### src/rtl/cache_arb_pkg.sv
// ============================================================================
//  Module   : cache_arb_pkg
//  Brief    : Shared types for the two-requester cache port arbiter.
//  Revision : 1.0  initial release
// ============================================================================
`default_nettype none

package cache_arb_pkg;

    localparam int CA_ADDR_W = 5;
    localparam int CA_DATA_W = 3;

    typedef enum logic [1:0] {
        ST_IDLE  = 2'd0,
        ST_ISSUE = 2'd1,
        ST_WAIT  = 2'd2,
        ST_RESP  = 2'd3
    } state_t;

    typedef struct packed {
        logic                 wren;
        logic [CA_ADDR_W-1:0] addr;
        logic [CA_DATA_W-1:0] data;
    } cmd_t;

    typedef struct packed {
        logic [CA_DATA_W-1:0] data;
        logic                 hit;
        logic                 err;
    } rsp_t;

endpackage

`default_nettype wire

### src/rtl/arb_timeout_counter.sv
// ============================================================================
//  Module   : arb_timeout_counter
//  Brief    : Counts cycles spent waiting; flags the LIMIT-th waiting cycle.
//  Revision : 1.0  initial release
// ============================================================================
`default_nettype none

module arb_timeout_counter #(
    parameter int LIMIT = 15
) (
    input  logic clock,
    input  logic reset_n,
    input  logic clear,
    input  logic enable,
    output logic expired
);

    localparam int             W       = $clog2(LIMIT + 1);
    localparam logic [W-1:0]   LIMIT_V = LIMIT[W-1:0];

    logic [W-1:0] count;
    logic [W-1:0] count_next;

    assign count_next = count + 1'b1;
    // Fires during the cycle whose increment brings the count up to LIMIT.
    assign expired    = enable && (count_next == LIMIT_V);

    always_ff @(posedge clock or negedge reset_n) begin
        if (!reset_n) begin
            count <= '0;
        end else if (clear) begin
            count <= '0;
        end else if (enable) begin
            count <= count_next;
        end
    end

endmodule

`default_nettype wire

### src/rtl/cache_port_arbiter.sv
// ============================================================================
//  Module   : cache_port_arbiter
//  Brief    : Round-robin front end serialising two requesters onto one cache port.
//  Revision : 1.0  initial release
// ============================================================================
`default_nettype none

module cache_port_arbiter
    import cache_arb_pkg::*;
#(
    parameter int ADDR_W  = CA_ADDR_W,
    parameter int DATA_W  = CA_DATA_W,
    parameter int TIMEOUT = 15
) (
    input  logic              clock,
    input  logic              reset_n,
    input  logic              req0_valid,
    input  logic              req0_wren,
    input  logic [ADDR_W-1:0] req0_addr,
    input  logic [DATA_W-1:0] req0_data,
    output logic              req0_ready,
    output logic              rsp0_valid,
    output logic [DATA_W-1:0] rsp0_data,
    output logic              rsp0_hit,
    output logic              rsp0_err,
    input  logic              req1_valid,
    input  logic              req1_wren,
    input  logic [ADDR_W-1:0] req1_addr,
    input  logic [DATA_W-1:0] req1_data,
    output logic              req1_ready,
    output logic              rsp1_valid,
    output logic [DATA_W-1:0] rsp1_data,
    output logic              rsp1_hit,
    output logic              rsp1_err,
    output logic              c_valid,
    output logic              c_wren,
    output logic [ADDR_W-1:0] c_addr,
    output logic [DATA_W-1:0] c_data,
    input  logic              c_ready,
    input  logic              c_rsp_valid,
    input  logic [DATA_W-1:0] c_rsp_data,
    input  logic              c_rsp_hit,
    output logic              busy,
    output logic              grant_id
);

    state_t state;
    logic   rr_ptr;
    cmd_t   cmd;
    rsp_t   rsp0_q;
    rsp_t   rsp1_q;
    rsp_t   rsp_in;
    logic   any_valid;
    logic   winner;
    logic   can_grant;
    logic   finish;
    logic   expired;

    assign any_valid = req0_valid | req1_valid;
    assign winner    = (req0_valid && req1_valid) ? rr_ptr : req1_valid;
    // Ready is combinational, so it is masked while reset is held.
    assign can_grant = reset_n && (state == ST_IDLE) && any_valid;

    assign req0_ready = can_grant && !winner;
    assign req1_ready = can_grant &&  winner;

    // A response only counts once the cache has taken the command.
    assign finish = ((state == ST_ISSUE) && c_ready && c_rsp_valid) ||
                    ((state == ST_WAIT)  && (c_rsp_valid || expired));

    // A real response always beats a coincident watchdog expiry.
    assign rsp_in = c_rsp_valid ? '{data: c_rsp_data, hit: c_rsp_hit, err: 1'b0}
                                : '{data: '0,         hit: 1'b0,      err: 1'b1};

    arb_timeout_counter #(
        .LIMIT(TIMEOUT)
    ) u_timeout (
        .clock  (clock),
        .reset_n(reset_n),
        .clear  (state == ST_ISSUE),
        .enable (state == ST_WAIT),
        .expired(expired)
    );

    always_ff @(posedge clock or negedge reset_n) begin
        if (!reset_n) begin
            state      <= ST_IDLE;
            rr_ptr     <= 1'b0;
            grant_id   <= 1'b0;
            cmd        <= '0;
            c_valid    <= 1'b0;
            rsp0_valid <= 1'b0;
            rsp1_valid <= 1'b0;
            rsp0_q     <= '0;
            rsp1_q     <= '0;
        end else begin
            rsp0_valid <= 1'b0;
            rsp1_valid <= 1'b0;

            if (finish) begin
                if (grant_id) begin
                    rsp1_q     <= rsp_in;
                    rsp1_valid <= 1'b1;
                end else begin
                    rsp0_q     <= rsp_in;
                    rsp0_valid <= 1'b1;
                end
            end

            case (state)
                ST_IDLE: begin
                    if (any_valid) begin
                        cmd      <= winner ? '{wren: req1_wren, addr: req1_addr, data: req1_data}
                                           : '{wren: req0_wren, addr: req0_addr, data: req0_data};
                        grant_id <= winner;
                        c_valid  <= 1'b1;
                        state    <= ST_ISSUE;
                    end
                end
                ST_ISSUE: begin
                    if (c_ready) begin
                        c_valid <= 1'b0;
                        state   <= c_rsp_valid ? ST_RESP : ST_WAIT;
                    end
                end
                ST_WAIT: begin
                    if (finish) begin
                        state <= ST_RESP;
                    end
                end
                ST_RESP: begin
                    rr_ptr <= ~grant_id;
                    state  <= ST_IDLE;
                end
                default: state <= ST_IDLE;
            endcase
        end
    end

    assign c_wren    = cmd.wren;
    assign c_addr    = cmd.addr;
    assign c_data    = cmd.data;
    assign rsp0_data = rsp0_q.data;
    assign rsp0_hit  = rsp0_q.hit;
    assign rsp0_err  = rsp0_q.err;
    assign rsp1_data = rsp1_q.data;
    assign rsp1_hit  = rsp1_q.hit;
    assign rsp1_err  = rsp1_q.err;
    assign busy      = (state != ST_IDLE);

endmodule

`default_nettype wire

### config.mk
export PLATFORM = sky130hd
export DESIGN_NAME = cache_port_arbiter
export DESIGN_NICKNAME = d
export VERILOG_FILES = /design/src/rtl/cache_arb_pkg.sv /design/src/rtl/arb_timeout_counter.sv /design/src/rtl/cache_port_arbiter.sv
export SDC_FILE = /design/constraint.sdc
export NUM_CORES = 1
export LEC_CHECK = 0
export ABC_AREA = 1
export CORE_ASPECT_RATIO = 0.8
export CORE_MARGIN = 10
export CORE_UTILIZATION = 39
export CTS_CLUSTER_DIAMETER = 100
export DETAILED_ROUTE_END_ITERATION = 10
export PLACE_DENSITY = 0.76
export SYNTH_ARGS = -nofsm -noshare
export SYNTH_HDL_FRONTEND = slang
export SYNTH_SLANG_ARGS = --single-unit
### constraint.sdc
create_clock -name clock -period 1.3 [get_ports clock]
set_input_delay 0.195 -clock clock [delete_from_list [all_inputs] [get_ports clock]]
set_output_delay 0.195 -clock clock [all_outputs]
set_load 0.01 [all_outputs]
======== Yosys cells after proc, flatten, opt, wreduce, memory -nomap -nowiden ========
Index checks and enable logic that the tools add are counted.
cells by class
  reduce and logical (&&, ||, !) cells .... 21
  equal/unequal tests ..................... 7
  bitwise gates (word level) .............. 2
  add/subtract/negate cells ............... 1
  mux-type cells .......................... 17
operators with widths
  operator                                              count
  logical AND 1 bit                                     9
  2-to-1 mux 9 bit                                      1
  2-to-1 mux 1 bit                                      8
  2-to-1 mux 4 bit                                      2
  case mux 2 bit (4 select lines)                       1
  2-to-1 mux 2 bit                                      3
  inequality test 2 bit (second input constant)         3
  AND reduction 2 bit                                   3
  AND reduction 3 bit                                   2
  nonzero test 2 bit                                    3
  2-to-1 mux 5 bit                                      1
  adder 4 x 1 -> 4 bit (second input constant)          1
  equality test 2 bit (second input constant)           2
  equality test 4 bit (second input constant)           1
  equality test 2 x 1 -> 1 bit (second input constant)  1
  logical NOT 2 bit                                     1
  logical OR 1 bit                                      2
  case mux 1 bit (2 select lines)                       1
  logical NOT 1 bit                                     1
  NOT 1 bit                                             1
  bitwise OR 1 bit                                      1
storage, ports and cells
  output and inout port bits .............. 26
  input bits .............................. 28
  bits in registers ....................... 30
  word-level logic and storage cells ...... 64

======== Longest topological paths before layout ========
  depth after elaboration ................. 8
  mapped depth ............................ 12
  mapped depth without buffers ............ 12

======== Modules after synthesis ========
From an unflattened synthesis, not the netlist that was laid out.
unflattened totals
  cell total of the unflattened synthesis .. 206
  area total of the unflattened synthesis .. 1684.1 sq um
modules (own cells, without submodules)
  module               times used  cells an instance  seq. area each (sq um)  area each (sq um)
  cache_port_arbiter   1           174                650.6                   1431.4
  arb_timeout_counter  1           32                 100.1                   252.7

======== Worst setup path after synthesis ========
OpenSTA, ideal clock, no wires.
  path kind ............................... flip-flop to flip-flop
  start point ............................. reg state[0]
  end point ............................... reg c_valid
  cell stages (with the launch flop) ...... 9
  slack ................................... -0.134 ns
  setup time .............................. 0.129 ns
  path buffers ............................ 0
  data required time ...................... 1.171 ns
  clock period less this slack ............ 1.434 ns
  data arrival time ....................... 1.305 ns
  path through ............................ dfrtp_1 > inv_1 > ha_1 > inv_1 > nor2_1 > a21oi_1 > o21ai_0 > nand2_1 > o21ai_0
between the ends
  longest elaborated chain between the ends .. 3
  elaborated cells between the ends (all ways) .. 7
RTL lines
  element                                                                line                       text
  start, declared                                                        cache_port_arbiter.sv:47   state_t state;
  start signal, assigned                                                 cache_port_arbiter.sv:123  state <= c_rsp_valid ? ST_RESP : ST_WAIT;
  equality test 2 x 1 -> 1 bit or logical NOT 2 bit (tied branches)      cache_port_arbiter.sv:110  case (state)
  inequality test 2 bit (no line) or nonzero test 2 bit (tied branches)  -
  AND reduction 3 bit (no line)                                          -
  end signal, assigned                                                   cache_port_arbiter.sv:91   c_valid <= 1'b0;
  end signal, assigned                                                   cache_port_arbiter.sv:116  c_valid <= 1'b1;
  end signal, assigned                                                   cache_port_arbiter.sv:122  c_valid <= 1'b0;
  end, declared                                                          cache_port_arbiter.sv:35   output logic c_valid,
Several ways; a longest one is shown, not always the timed one.
A chain may end at the register's enable or synchronous reset.

======== Final worst setup path ========
  start point ............................. reg u_timeout.count[0]
  end point ............................... reg rsp0_q, in the netlist rsp0_hit
between the ends
  longest elaborated chain between the ends .. 7
RTL lines
  element                        line                       text
  start, declared                arb_timeout_counter.sv:21  logic [W-1:0] count;
  start signal, assigned         arb_timeout_counter.sv:34  count <= count_next;
  adder 4 x 1 -> 4 bit           arb_timeout_counter.sv:24  assign count_next = count + 1'b1;
  equality test 4 bit            arb_timeout_counter.sv:26  assign expired = enable && (count_next == LIMIT_V);
  logical AND 1 bit              arb_timeout_counter.sv:26
  logical OR 1 bit               cache_port_arbiter.sv:69   ((state == ST_WAIT) && (c_rsp_valid || expired));
  logical AND 1 bit              cache_port_arbiter.sv:69
  logical OR 1 bit               cache_port_arbiter.sv:68   assign finish = ((state == ST_ISSUE) && c_ready && c_rsp_valid) ||
  AND reduction 2 bit (no line)  -
  end signal, assigned           cache_port_arbiter.sv:105  rsp0_q <= rsp_in;
  end, declared                  cache_port_arbiter.sv:50   rsp_t rsp0_q;
Every way passes these cells.

==> flow_summary.yaml <==
global_route:
  grt_max_degree: 31
  overflow: 0
  grt_antenna_before_repair: 0
  grt_pass1_vias: 1482
  grt_usage_pct: 13.79
  grt_pass1_wl_mm: 6.948
sta:
  finalCritPeriodShare_pct: 114.4
  setup_viol: 18
  clock.fmax_mhz: 672.5
  finalClockSkew_ps: 5.330
  layout_setup_ws_ps: -187.0
  max-slew-margin-rel_pct: 74.56
  hold_ws_ps: 395.2
  rsz0062_at_grt: "yes"
  tightest_slew_ps: 381.6
  min_period_ps: 1487
  hold_viol_final: 0
  slew_viol_final: 0
die:
  num_io_pins: 54
  dieHeight_um: 74.64
  die_x_um: 88.29
  coreArea_um2: 3518
  start_util_pct: 41.36
  dieArea_um2: 6590
  std_cell_rows: 19
synthesis:
  synth_nets: 214
  avgSynthCellArea_um2: 8.084
  syn-cell-area_um2: 1455
  ys_ff_latch: 30
  yosysSeqAreaShare_pct: 51.59
  ys.warnings.count: 0
  yosysUniqueCellTypes: 19
  synth_cells: 180
setup_path:
  cp.arrival_ps: 1710
  critPathKind: "reg -> reg"
  endpoint_kind: "flip-flop"
  crit_required_ps: 1530
  cp-start-kind: "flip-flop"
  critPathMaxFanout: 8
detailed_routing:
  dr_total_vias: 1527
  drt_iter0_markers: 84
  drt_first_pass_iters: 4
  routed_wl_mm: 4.632
  drc: 0
  routed_via_density: 4.926
  antenna_left: 0
  avgRoutedWirePerCell_um: 14.94
power:
  switching_share_pct: 41.05
  p_leak_uw: 0.001274
  p_seq_share_pct: 28.0
  p_sw_uw: 2319
  p_total_uw: 5650
  clkPwrFrac_pct: 14.2
  p_per_area_nw_per_um2: 2257
  peakVddDrop_uv: 1457
  p_comb_share_pct: 57.8
  intPower_uw: 3331
clocking:
  clockBufferDepth: 2
  insertion_delay_ps: 290
  h-tree-depth: 2
  numCtsBuffers: 5
  ctsHoldBuffers: 0
  cts.root.buffer_cell: "clkbuf_8"
  cts_sinks: 30
  clk_pin_slew_ps: 70
  cts_tree: "done"
placement:
  dp_hpwl_mm: 3.279
  gp_congestion: 0.7686
  io_buffer_count: 53
finish:
  layout_commonest_cell: "nand2_1"
  synthToLayoutAreaGrowth_pct: 72.05
  fin_nets: 301
  layout_common_cells: "49 x nand2_1, 30 x dfrtp_1, 27 x clkdlybuf4s50_1"
  drive_gt1_share_pct: 30.60
  n_antenna_cell: 0
min_path:
  hold_path.class: "in -> async"
status:
  violations: "setup timing"
  status: "finished with violations"
job:
  cap_violations: 0
[metal layers]
layer | track usage (%) | routed length, µm | up-vias
met2 | 19.43 | 2136 | 39
met3 | 5.933 | 365 | 7
met4 | 7.871 | 86 | 0
li1 | - | - | 754
met5 | 0 | 0 | -
met1 | 17.33 | 2044 | 727
[worst max-delay path, cell delays in order (launching register included)]
cell and delay, ps:
dfrtp_1 410, ha_2 210, nand2_2 60, nand2_2 60
nor2_2 100, nand2_1 70, nand2_1 70, nand2_2 60
nand2_4 110, buf_8 140, nand3_2 70, nand2_1 70
[area by class of cell]
class	instances	area (µm²)
inverters	23	101.3
repair buffers	83	745.7
fillers	263	1015
multi-input cells	124	758.2
clock buffers	6	82.58
flip-flops and latches	30	750.7
well taps	42	52.55
clock inverters	2	12.51
[synthesized netlist by cell type (all sizes together)]
library cell | count | share of area, %
buf | 3 | 1.6
nand3 | 15 | 5.2
o21ai | 7 | 2.4
inv | 23 | 5.9
nand4 | 2 | 0.86
nor2 | 13 | 3.5
a21oi | 19 | 6.5
ha | 6 | 5.2
or2 | 1 | 0.43
nand2 | 58 | 15
o22ai | 1 | 0.43
dfrtp | 30 | 52
nor3 | 1 | 0.34
o211ai | 1 | 0.52
[final timing paths]
path / start / endpoint / slack (ps) / depth (start not counted)
max: u_timeout.count[0] / rsp0_hit / -190 / 11
min: reset_n / rsp1_data[2] / 400 / 2
max reg2reg: u_timeout.count[0] / rsp0_hit / -190 / 11
min reg2reg: rsp1_data[1] / rsp1_data[1] / 480 / 2
max in group asynchronous: reset_n / rr_ptr / 630 / 2
min in group clock: req1_addr[2] / c_addr[2] / 450 / 3
[sequential cells by signal, summed over array words and instances (netlist names), 2 cells and up]
signal	flops
c_addr	5
c_data	3
state	2
rsp1_data	3
rsp0_data	3
u_timeout.count	4
[repair_timing]
action | in CTS | in global routing
gates resized for setup | 62 | 28
endpoints found under the setup margin | 55 | 30
buffers inserted | 2 | 4
pin swaps | 5 | 18
[through the flow]
stage	instances	util [%]	setup WS, ps	instance area, µm²	setup TNS [ps]
2_1_floorplan	180	-	-36.60	1475	-352.6
3_3_place_gp	297	63.16	-487.8	2222	-6627
3_5_place_dp	297	63.16	-538.0	2222	-7232
4_1_cts	306	67.32	-145.4	2369	-1945
5_1_grt	310	71.16	-288.4	2504	-4017
6_report	310	71.16	-187.0	2504	-2365
[cells by family after synthesis]
| kind of cell | after synthesis | synth area share [%] |
|---|---|---|
| AO/OA/AOI/OAI | 28 | 9.888 |
| adder cells (fa/ha/maj) | 6 | 5.159 |
| buffers and inverters | 26 | 7.567 |
| flip-flops | 30 | 51.59 |
| AND/OR/NAND/NOR | 90 | 25.80 |
[power by group through the flow]
stage          Sequential, µW  Clock [µW]  Combinational (µW)
2_1_floorplan            1750           0                1110
3_3_place_gp             1570           0                2730
3_5_place_dp             1590           0                2790
4_1_cts                  1570         812                2860
5_1_grt                  1630         855                3600
6_report                 1580         805                3270
(Power assumes the default switching activity.)
